### src/rtl/bulk_setter_if.sv
// Handshake bundle for bulk_setter: local enqueue port plus the outgoing
// valid/ready stream toward the getter.
interface bulk_setter_if #(
    parameter int BITS = 8
);
    logic [BITS-1:0] put_value;
    logic            put_valid;
    logic            put_ready;
    logic [BITS-1:0] value;
    logic            valid;
    logic            ready;

    modport master (
        input  put_value,
        input  put_valid,
        input  ready,
        output put_ready,
        output value,
        output valid
    );

    modport slave (
        output put_value,
        output put_valid,
        output ready,
        input  put_ready,
        input  value,
        input  valid
    );
endinterface

### src/rtl/bulk_setter.sv
// Small FIFO feeding a registered valid/ready stream, with a programmable
// number of idle cycles inserted after every accepted stream transfer.
module bulk_setter #(
    parameter int BITS     = 8,
    parameter int DEPTH    = 4,
    parameter int GAP_BITS = 4
) (
    input  logic                       clock,
    input  logic                       reset_n,
    bulk_setter_if.master              bus,
    input  logic [GAP_BITS-1:0]        gap,
    output logic [$clog2(DEPTH):0]     level,
    output logic                       idle
);
    localparam int PTR_W = $clog2(DEPTH);
    localparam int LVL_W = PTR_W + 1;

    typedef enum logic [1:0] {
        IDLE,
        SEND,
        GAP
    } state_t;

    logic [BITS-1:0]     mem [DEPTH];
    logic [PTR_W-1:0]    rd_ptr;
    logic [PTR_W-1:0]    wr_ptr;
    logic [LVL_W-1:0]    count;
    state_t              state;
    logic [GAP_BITS-1:0] gap_cnt;
    logic [BITS-1:0]     value_q;
    logic                valid_q;
    logic                push;
    logic                pop;
    logic                has_data;

    assign bus.put_ready = (count < LVL_W'(DEPTH));
    assign push          = bus.put_valid && bus.put_ready;
    assign has_data      = (count != '0);

    // Pop decisions look only at pre-edge occupancy, so a word written this
    // edge into an empty FIFO cannot be popped until the following edge.
    always_comb begin
        pop = 1'b0;
        case (state)
            IDLE:    pop = has_data;
            SEND:    pop = bus.ready && (gap == '0) && has_data;
            GAP:     pop = (gap_cnt == GAP_BITS'(1)) && has_data;
            default: pop = 1'b0;
        endcase
    end

    always_ff @(posedge clock) begin
        if (push) begin
            mem[wr_ptr] <= bus.put_value;
        end
    end

    always_ff @(posedge clock or negedge reset_n) begin
        if (!reset_n) begin
            wr_ptr <= '0;
            rd_ptr <= '0;
            count  <= '0;
        end else begin
            if (push) begin
                wr_ptr <= wr_ptr + PTR_W'(1);
            end
            if (pop) begin
                rd_ptr <= rd_ptr + PTR_W'(1);
            end
            case ({push, pop})
                2'b10:   count <= count + LVL_W'(1);
                2'b01:   count <= count - LVL_W'(1);
                default: count <= count;
            endcase
        end
    end

    always_ff @(posedge clock or negedge reset_n) begin
        if (!reset_n) begin
            state   <= IDLE;
            value_q <= '0;
            valid_q <= 1'b0;
            gap_cnt <= '0;
        end else begin
            if (pop) begin
                value_q <= mem[rd_ptr];
            end
            case (state)
                IDLE: begin
                    if (pop) begin
                        valid_q <= 1'b1;
                        state   <= SEND;
                    end
                end
                SEND: begin
                    if (bus.ready) begin
                        if (gap != '0) begin
                            gap_cnt <= gap;
                            valid_q <= 1'b0;
                            state   <= GAP;
                        end else if (!pop) begin
                            valid_q <= 1'b0;
                            state   <= IDLE;
                        end
                    end
                end
                GAP: begin
                    // A zero count here is unreachable; treat it like the last gap cycle.
                    if (gap_cnt <= GAP_BITS'(1)) begin
                        gap_cnt <= '0;
                        if (pop) begin
                            valid_q <= 1'b1;
                            state   <= SEND;
                        end else begin
                            state   <= IDLE;
                        end
                    end else begin
                        gap_cnt <= gap_cnt - GAP_BITS'(1);
                    end
                end
                default: begin
                    valid_q <= 1'b0;
                    gap_cnt <= '0;
                    state   <= IDLE;
                end
            endcase
        end
    end

    assign bus.value = value_q;
    assign bus.valid = valid_q;
    assign level     = count;
    assign idle      = (state == IDLE) && !has_data;
endmodule

### src/flat_wrapper.sv
// flat-port wrapper written by rule: the top's interface ports become plain ports
module bulk_setter_flat 
#(
    parameter int BITS     = 8,
    parameter int DEPTH    = 4,
    parameter int GAP_BITS = 4
)
  (clock, reset_n, gap, level, idle, bus_put_value, bus_put_valid, bus_ready, bus_put_ready, bus_value, bus_valid);
  bulk_setter_if #(.BITS(BITS)) bus_i ();
  input  logic clock;
  input  logic reset_n;
  input  logic [GAP_BITS-1:0] gap;
  output logic [$clog2(DEPTH):0] level;
  output logic idle;
  input wire logic [$bits(bus_i.put_value)-1:0] bus_put_value;
  input wire logic [$bits(bus_i.put_valid)-1:0] bus_put_valid;
  input wire logic [$bits(bus_i.ready)-1:0] bus_ready;
  output wire logic [$bits(bus_i.put_ready)-1:0] bus_put_ready;
  output wire logic [$bits(bus_i.value)-1:0] bus_value;
  output wire logic [$bits(bus_i.valid)-1:0] bus_valid;
  assign bus_i.put_value = bus_put_value;
  assign bus_i.put_valid = bus_put_valid;
  assign bus_i.ready = bus_ready;
  assign bus_put_ready = bus_i.put_ready;
  assign bus_value = bus_i.value;
  assign bus_valid = bus_i.valid;
  bulk_setter #(.BITS(BITS), .DEPTH(DEPTH), .GAP_BITS(GAP_BITS)) u_core (.clock(clock), .reset_n(reset_n), .bus(bus_i), .gap(gap), .level(level), .idle(idle));
endmodule
### config.mk
export PLATFORM = sky130hd
export DESIGN_NAME = bulk_setter_flat
export DESIGN_NICKNAME = d
export VERILOG_FILES = /design/src/rtl/bulk_setter_if.sv /design/src/rtl/bulk_setter.sv /design/src/flat_wrapper.sv
export SDC_FILE = /design/constraint.sdc
export NUM_CORES = 1
export LEC_CHECK = 0
export CAP_MARGIN = 20
export CELL_PAD_IN_SITES_DETAIL_PLACEMENT = 1
export CELL_PAD_IN_SITES_GLOBAL_PLACEMENT = 2
export CORE_ASPECT_RATIO = 1.1
export CORE_MARGIN = 8
export CORE_UTILIZATION = 36
export DETAILED_ROUTE_END_ITERATION = 12
export GPL_TIMING_DRIVEN = 0
export PLACE_DENSITY = 0.71
export SLEW_MARGIN = 20
export SYNTH_ARGS = -nofsm -noshare
export SYNTH_HDL_FRONTEND = slang
export SYNTH_SLANG_ARGS = --single-unit
### constraint.sdc
create_clock -name clock -period 2.3 [get_ports clock]
set_input_delay 0.23 -clock clock [delete_from_list [all_inputs] [get_ports clock]]
set_output_delay 0.23 -clock clock [all_outputs]
set_load 0.01 [all_outputs]
[Word level (Yosys, flattened, before mapping)]
Memory sizes are Yosys's and may differ from the RTL's. A register that Yosys moved wholly into a read port is not among the register bits.
Cells that the tools add are included.
Word-level totals
  memories kept: 1
  register bits: 14
  output and inout bits: 14
  bits in writable memories: 32
  bits of input ports: 16
  word-level logic and storage cells: 61
Memories
  u_core.mem: words 4, bits a word 8, read ports 1, clocked after Yosys merged registers in 1, wr ports 1, line bulk_setter.sv:24  | logic [BITS-1:0] mem [DEPTH];
Cells by class
  $add $sub $neg: 5
  bitwise logic cells: 1
  eq/ne operators: 10
  mux-type cells: 21
  magnitude comparators: 2
  reductions and logical operators: 15
Operators with widths (count)
  $mux 4: 3
  $pmux 4 s3: 1
  $mux 2: 5
  $mux 1: 8
  $ne 2x1->1 const B: 3
  $pmux 1 s3: 2
  $pmux 2 s3: 1
  $pmux 3 s2: 1
  $reduce_and 3->1: 2
  $logic_and 1x1->1: 5
  $add 2x1->2 const B: 2
  $eq 2x1->1 const B: 2
  $eq 2x2->1 const B: 2
  $eq 4x1->1 const B: 1
  $le 4x1->1 const B: 1
  $logic_not 4->1: 1
  $reduce_and 4->1: 1
  $reduce_bool 4->1: 1
  $sub 4x1->4 const B: 1
  $add 3x1->3 const B: 1
  $lt 3x3->1 const B: 1
  $ne 3x3->1 const B: 1
  $reduce_bool 3->1: 1
  $sub 3x1->3 const B: 1
  other kinds (5): 6

[Longest topological paths before layout]
  word-level depth: 8
  depth in mapped cells: 13
  mapped depth without buffers: 12

[Least setup slack after synthesis]
Ideal clock, no wire load.
  path kind: flip-flop to flip-flop
  start point: register u_core.state[0]
  end point: register u_core.count[2], in the netlist u_core.level[2]
  stages on the path, launching flop included: 14
  data required time: 2220 ps
  path buffers: 1
  setup slack: -226 ps
  arrival: 2446 ps
  clock period less this slack: 2526 ps
  setup time: 80 ps
  cell sequence: dfrtp_1 -> inv_1 -> ha_1 -> nor4bb_4 -> a221oi_2 -> or2_1 -> buf_6 -> inv_8 -> ha_1 -> inv_1 -> fa_1 -> xor2_1 -> nor2_1 -> xnor2_1
On the way
  cells in the longest elaborated chain, start to end: 4
  elaborated cells between the ends (all ways): 8
  classes of those cells: eq/ne (4); mux (2); reduce/logical (2)
RTL lines
  start: declaration: line bulk_setter.sv:28  | state_t state;
  start signal: assignment: line bulk_setter.sv:80  | state <= IDLE;
  start signal: assignment: line bulk_setter.sv:92  | state <= SEND;
  start signal: assignment: line bulk_setter.sv:100  | state <= GAP;
  $eq 2x2->1 (tied with other cells): line bulk_setter.sv:44  | case (state)
  $pmux 1 s3 *: line bulk_setter.sv:44
  via u_core.pop: line bulk_setter.sv:33  | logic pop;
  $eq 2x1->1 or $eq 2x2->1 (tied branches): line bulk_setter.sv:70  | case ({push, pop})
  $pmux 3 s2 or $reduce_bool 2->1 (tied branches)
  end signal: assignment: line bulk_setter.sv:71  | 2'b10: count <= count + LVL_W'(1);
  end signal: assignment: line bulk_setter.sv:72  | 2'b01: count <= count - LVL_W'(1);
  end signal: assignment: line bulk_setter.sv:73  | default: count <= count;
  end: declaration: line bulk_setter.sv:27  | logic [LVL_W-1:0] count;
Mark *: on every way through the listed nets, which the timed path passes. The rest lies on a longest branch.
A chain may end at the register's enable or synchronous reset.

[Worst setup path in the final report]
  start point: register u_core.state[1]
  end point: register u_core.count[2], in the netlist u_core.level[2]
Same word-level chain as after synthesis.

==> results.py <==
metrics = {
    "cells_and_area": {
        "nNetsFinal": 246,
        "syn2layout_area_growth_pct": 27.0,
        "final_cell_area_um2": 3200,
        "final_common_cell": "edfxtp_1",
        "drive_gt1_share_pct": 26.9,
        "layout_common_cells": "edfxtp_1 (32), clkdlybuf4s50_1 (28), dfrtp_1 (21)",
        "n_antenna_cell": 0,
    },
    "timing": {
        "slew_headroom_pct": 45.6,
        "setup_viol": 2,
        "max_freq_mhz": 413,
        "period_needed_ps": 2420,
        "rsz0062_at_grt": "true",
        "hold_viol_final": 0,
        "drv_slew": 0,
        "fin_ws_ps": -120,
        "clock-skew-final_ps": 5.46,
        "hold_slack_ps": 441,
        "period_share_pct": 105,
        "tightest_slew_ps": 816,
    },
    "route": {
        "vias": 1555,
        "drtIter0Drc": 51,
        "first_pass_iters": 6,
        "post_drt_wl_per_cell_um": 18.1,
        "drc": 0,
        "vias_per_cell": 5.12,
        "totalWireLength_mm": 5.49,
        "drtAntennaViolNets": 0,
    },
    "global_route": {
        "met3_usage_pct": 2.60,
        "grt_first_pass_wirelength_mm": 9.18,
        "grt_pass1_vias": 1815,
        "grt.total_usage_pct": 12.0,
        "gr-total-overflow": 0,
        "grt_util_met1_pct": 13.9,
        "grt_max_degree": 23,
        "met2_usage_pct": 20.6,
        "antenna_found_initial": 0,
        "gr-max-usage-layer": "met2",
    },
    "synthesis": {
        "yosys.cell_types.count": 44,
        "ys_seq_area_share_pct": 60.0,
        "async_flop_share_pct": 40.7,
        "synth_ff_type": "edfxtp_1",
        "synth-seq-cells": 54,
        "avgSynthCellArea_um2": 15.3,
        "synth_nets": 193,
        "synth_edf_count": 32,
        "ys.warnings.count": 0,
        "synth_area_um2": 2520,
        "syn_inst": 165,
        "ys_top_cells_by_area": "edfxtp_1 (38%), dfrtp_1 (22%), mux4_2 (7.2%)",
        "synth_area_leader_cell": "edfxtp_1",
        "synth_top_area_share_pct": 38.2,
    },
    "floorplanning": {
        "coreArea_um2": 6890,
        "num_rows": 32,
        "die_x_um": 95.8,
        "start_util_pct": 36.6,
        "io_pins": 30,
        "die-area_um2": 9930,
        "die_y_um": 104,
    },
    "critical_path": {
        "crit_path_end_kind": "flop",
        "reg2reg_depth": 12,
        "crit_type": "reg -> reg",
        "critical_path_peak_fanout": 5,
        "worstPathArrival_ps": 2650,
        "cp.required_ps": 2530,
        "cp-start-kind": "flop",
    },
    "placement": {
        "place_area_um2": 2950,
        "portBuffers": 29,
        "dpl.hpwl_mm": 3.75,
        "gp_congestion": 0.859,
    },
    "clocking": {
        "cts-htree-levels": 2,
        "cts_tree": "yes",
        "clk_pin_slew_ps": 100,
        "cts_sinks": 54,
        "clockBufferDepth": 2,
        "insertion_delay_ps": 310,
        "cts_buffers": 5,
        "cts-root-buf": "clkbuf_8",
    },
    "power": {
        "power_density_nw_per_um2": 1420,
        "ir_drop_uv": 705,
        "cellLeakagePower_nw": 1.21,
    },
    "worst_hold_path": {
        "hp-class": "in -> async",
    },
    "flow_run": {
        "drv_cap": 0,
    },
    "run_status": {
        "status": "finished, violations left",
        "violations": "setup timing",
    },
}
worst paths after layout:
check	startpoint	slack, ps	end
setup / recovery	u_core.state[1]	-120	u_core.level[2]
hold / removal	reset_n	440	u_core.bus.value[1]
setup reg to reg	u_core.state[1]	-120	u_core.level[2]
hold reg to reg	u_core.bus.value[1]	520	u_core.bus.value[1]
max in group asynchronous	reset_n	1430	u_core.state[1]
min in group clock	u_core.bus.value[1]	520	u_core.bus.value[1]
flip-flops by register name (all words and copies together), names as in the netlist:
signal / cells
u_core.state: 2
u_core.bus.valid: 1
u_core.mem: 32
u_core.bus.value: 8
u_core.rd_ptr: 2
u_core.gap_cnt: 4
u_core.wr_ptr: 2
u_core.level: 3
report_power, final:
part           switching, W  total (W)  internal (W)
sequential         0.000177    0.00150       0.00133
combinational       0.00114    0.00249       0.00135
clock              0.000318   0.000533      0.000215
total               0.00163    0.00453       0.00289
routing by layer:
metal | part of all wire (%) | vias up
li1 | - | 722
met1 | 43 | 796
met2 | 51 | 27
met3 | 3.8 | 10
met4 | 2.0 | 0
met5 | 0 | -
critical path, stage by stage (launching register included):
cell and delay (ps):
dfrtp_2 450, buf_4 150, ha_1 200, or2_4 260, or2_1 240, buf_6 140
inv_12 40, ha_4 120, inv_2 40, fa_2 330, xor2_1 150, nor2_1 110
xnor2_1 130
per-stage QoR:
step	utilization, %	worst slack [ps]	std cells	power [W]	setup TNS, ps
floorplan	-	-168	165	0.00306	-232
global placement	42.9	-484	279	0.00365	-853
detailed placement	42.8	-526	279	0.00376	-922
CTS	46.1	-125	302	0.00453	-145
global route	46.5	-282	304	0.00488	-405
finish	46.5	-120	304	0.00453	-138
cells in the mapped netlist, types with 2 or more instances:
library cell	instances
ha_1	11
o31a_1	2
clkbuf_1	3
o22ai_1	3
edfxtp_1	32
a211o_1	2
mux4_2	8
nand2_1	4
a22oi_1	3
xor2_1	2
nor2_1	4
nor2b_1	2
mux2_4	8
o21ai_0	5
xnor2_1	5
and2_1	5
a21oi_1	2
inv_1	15
nor3_1	2
o31ai_1	2
dfrtp_1	22
cells by family after synthesis:
| family | count (synthesis) | synth area share [%] |
|---|---|---|
| adder cells (fa/ha/maj) | 12 | 6.26 |
| AO/OA/AOI/OAI | 28 | 8.30 |
| AND/OR/NAND/NOR | 27 | 7.35 |
| buffers and inverters | 21 | 3.73 |
| flip-flops | 54 | 60.0 |
| multiplexers | 16 | 11.9 |
| XOR/XNOR | 7 | 2.43 |
final cells by class:
cell class | count | area [µm²]
well taps | 85 | 106
flip-flops and latches | 54 | 1510
plain buffers | 5 | 26.3
multi-input cells | 90 | 977
clock buffers | 5 | 68.8
inverters | 16 | 72.6
clock inverters | 3 | 20.0
repair buffers | 46 | 415
fillers | 705 | 3690
repair_timing:
| item | CTS | global route |
|---|---|---|
| setup endpoints to repair | 2 | 3 |
| endpoints found under the hold margin | 22 | 0 |
| buffers inserted | 14 | 2 |
| resized for setup | 6 | 2 |
| hold buffers | 1 | 0 |
| pin swaps | 9 | 1 |
No activity file was read; power rests on OpenSTA's default activity.
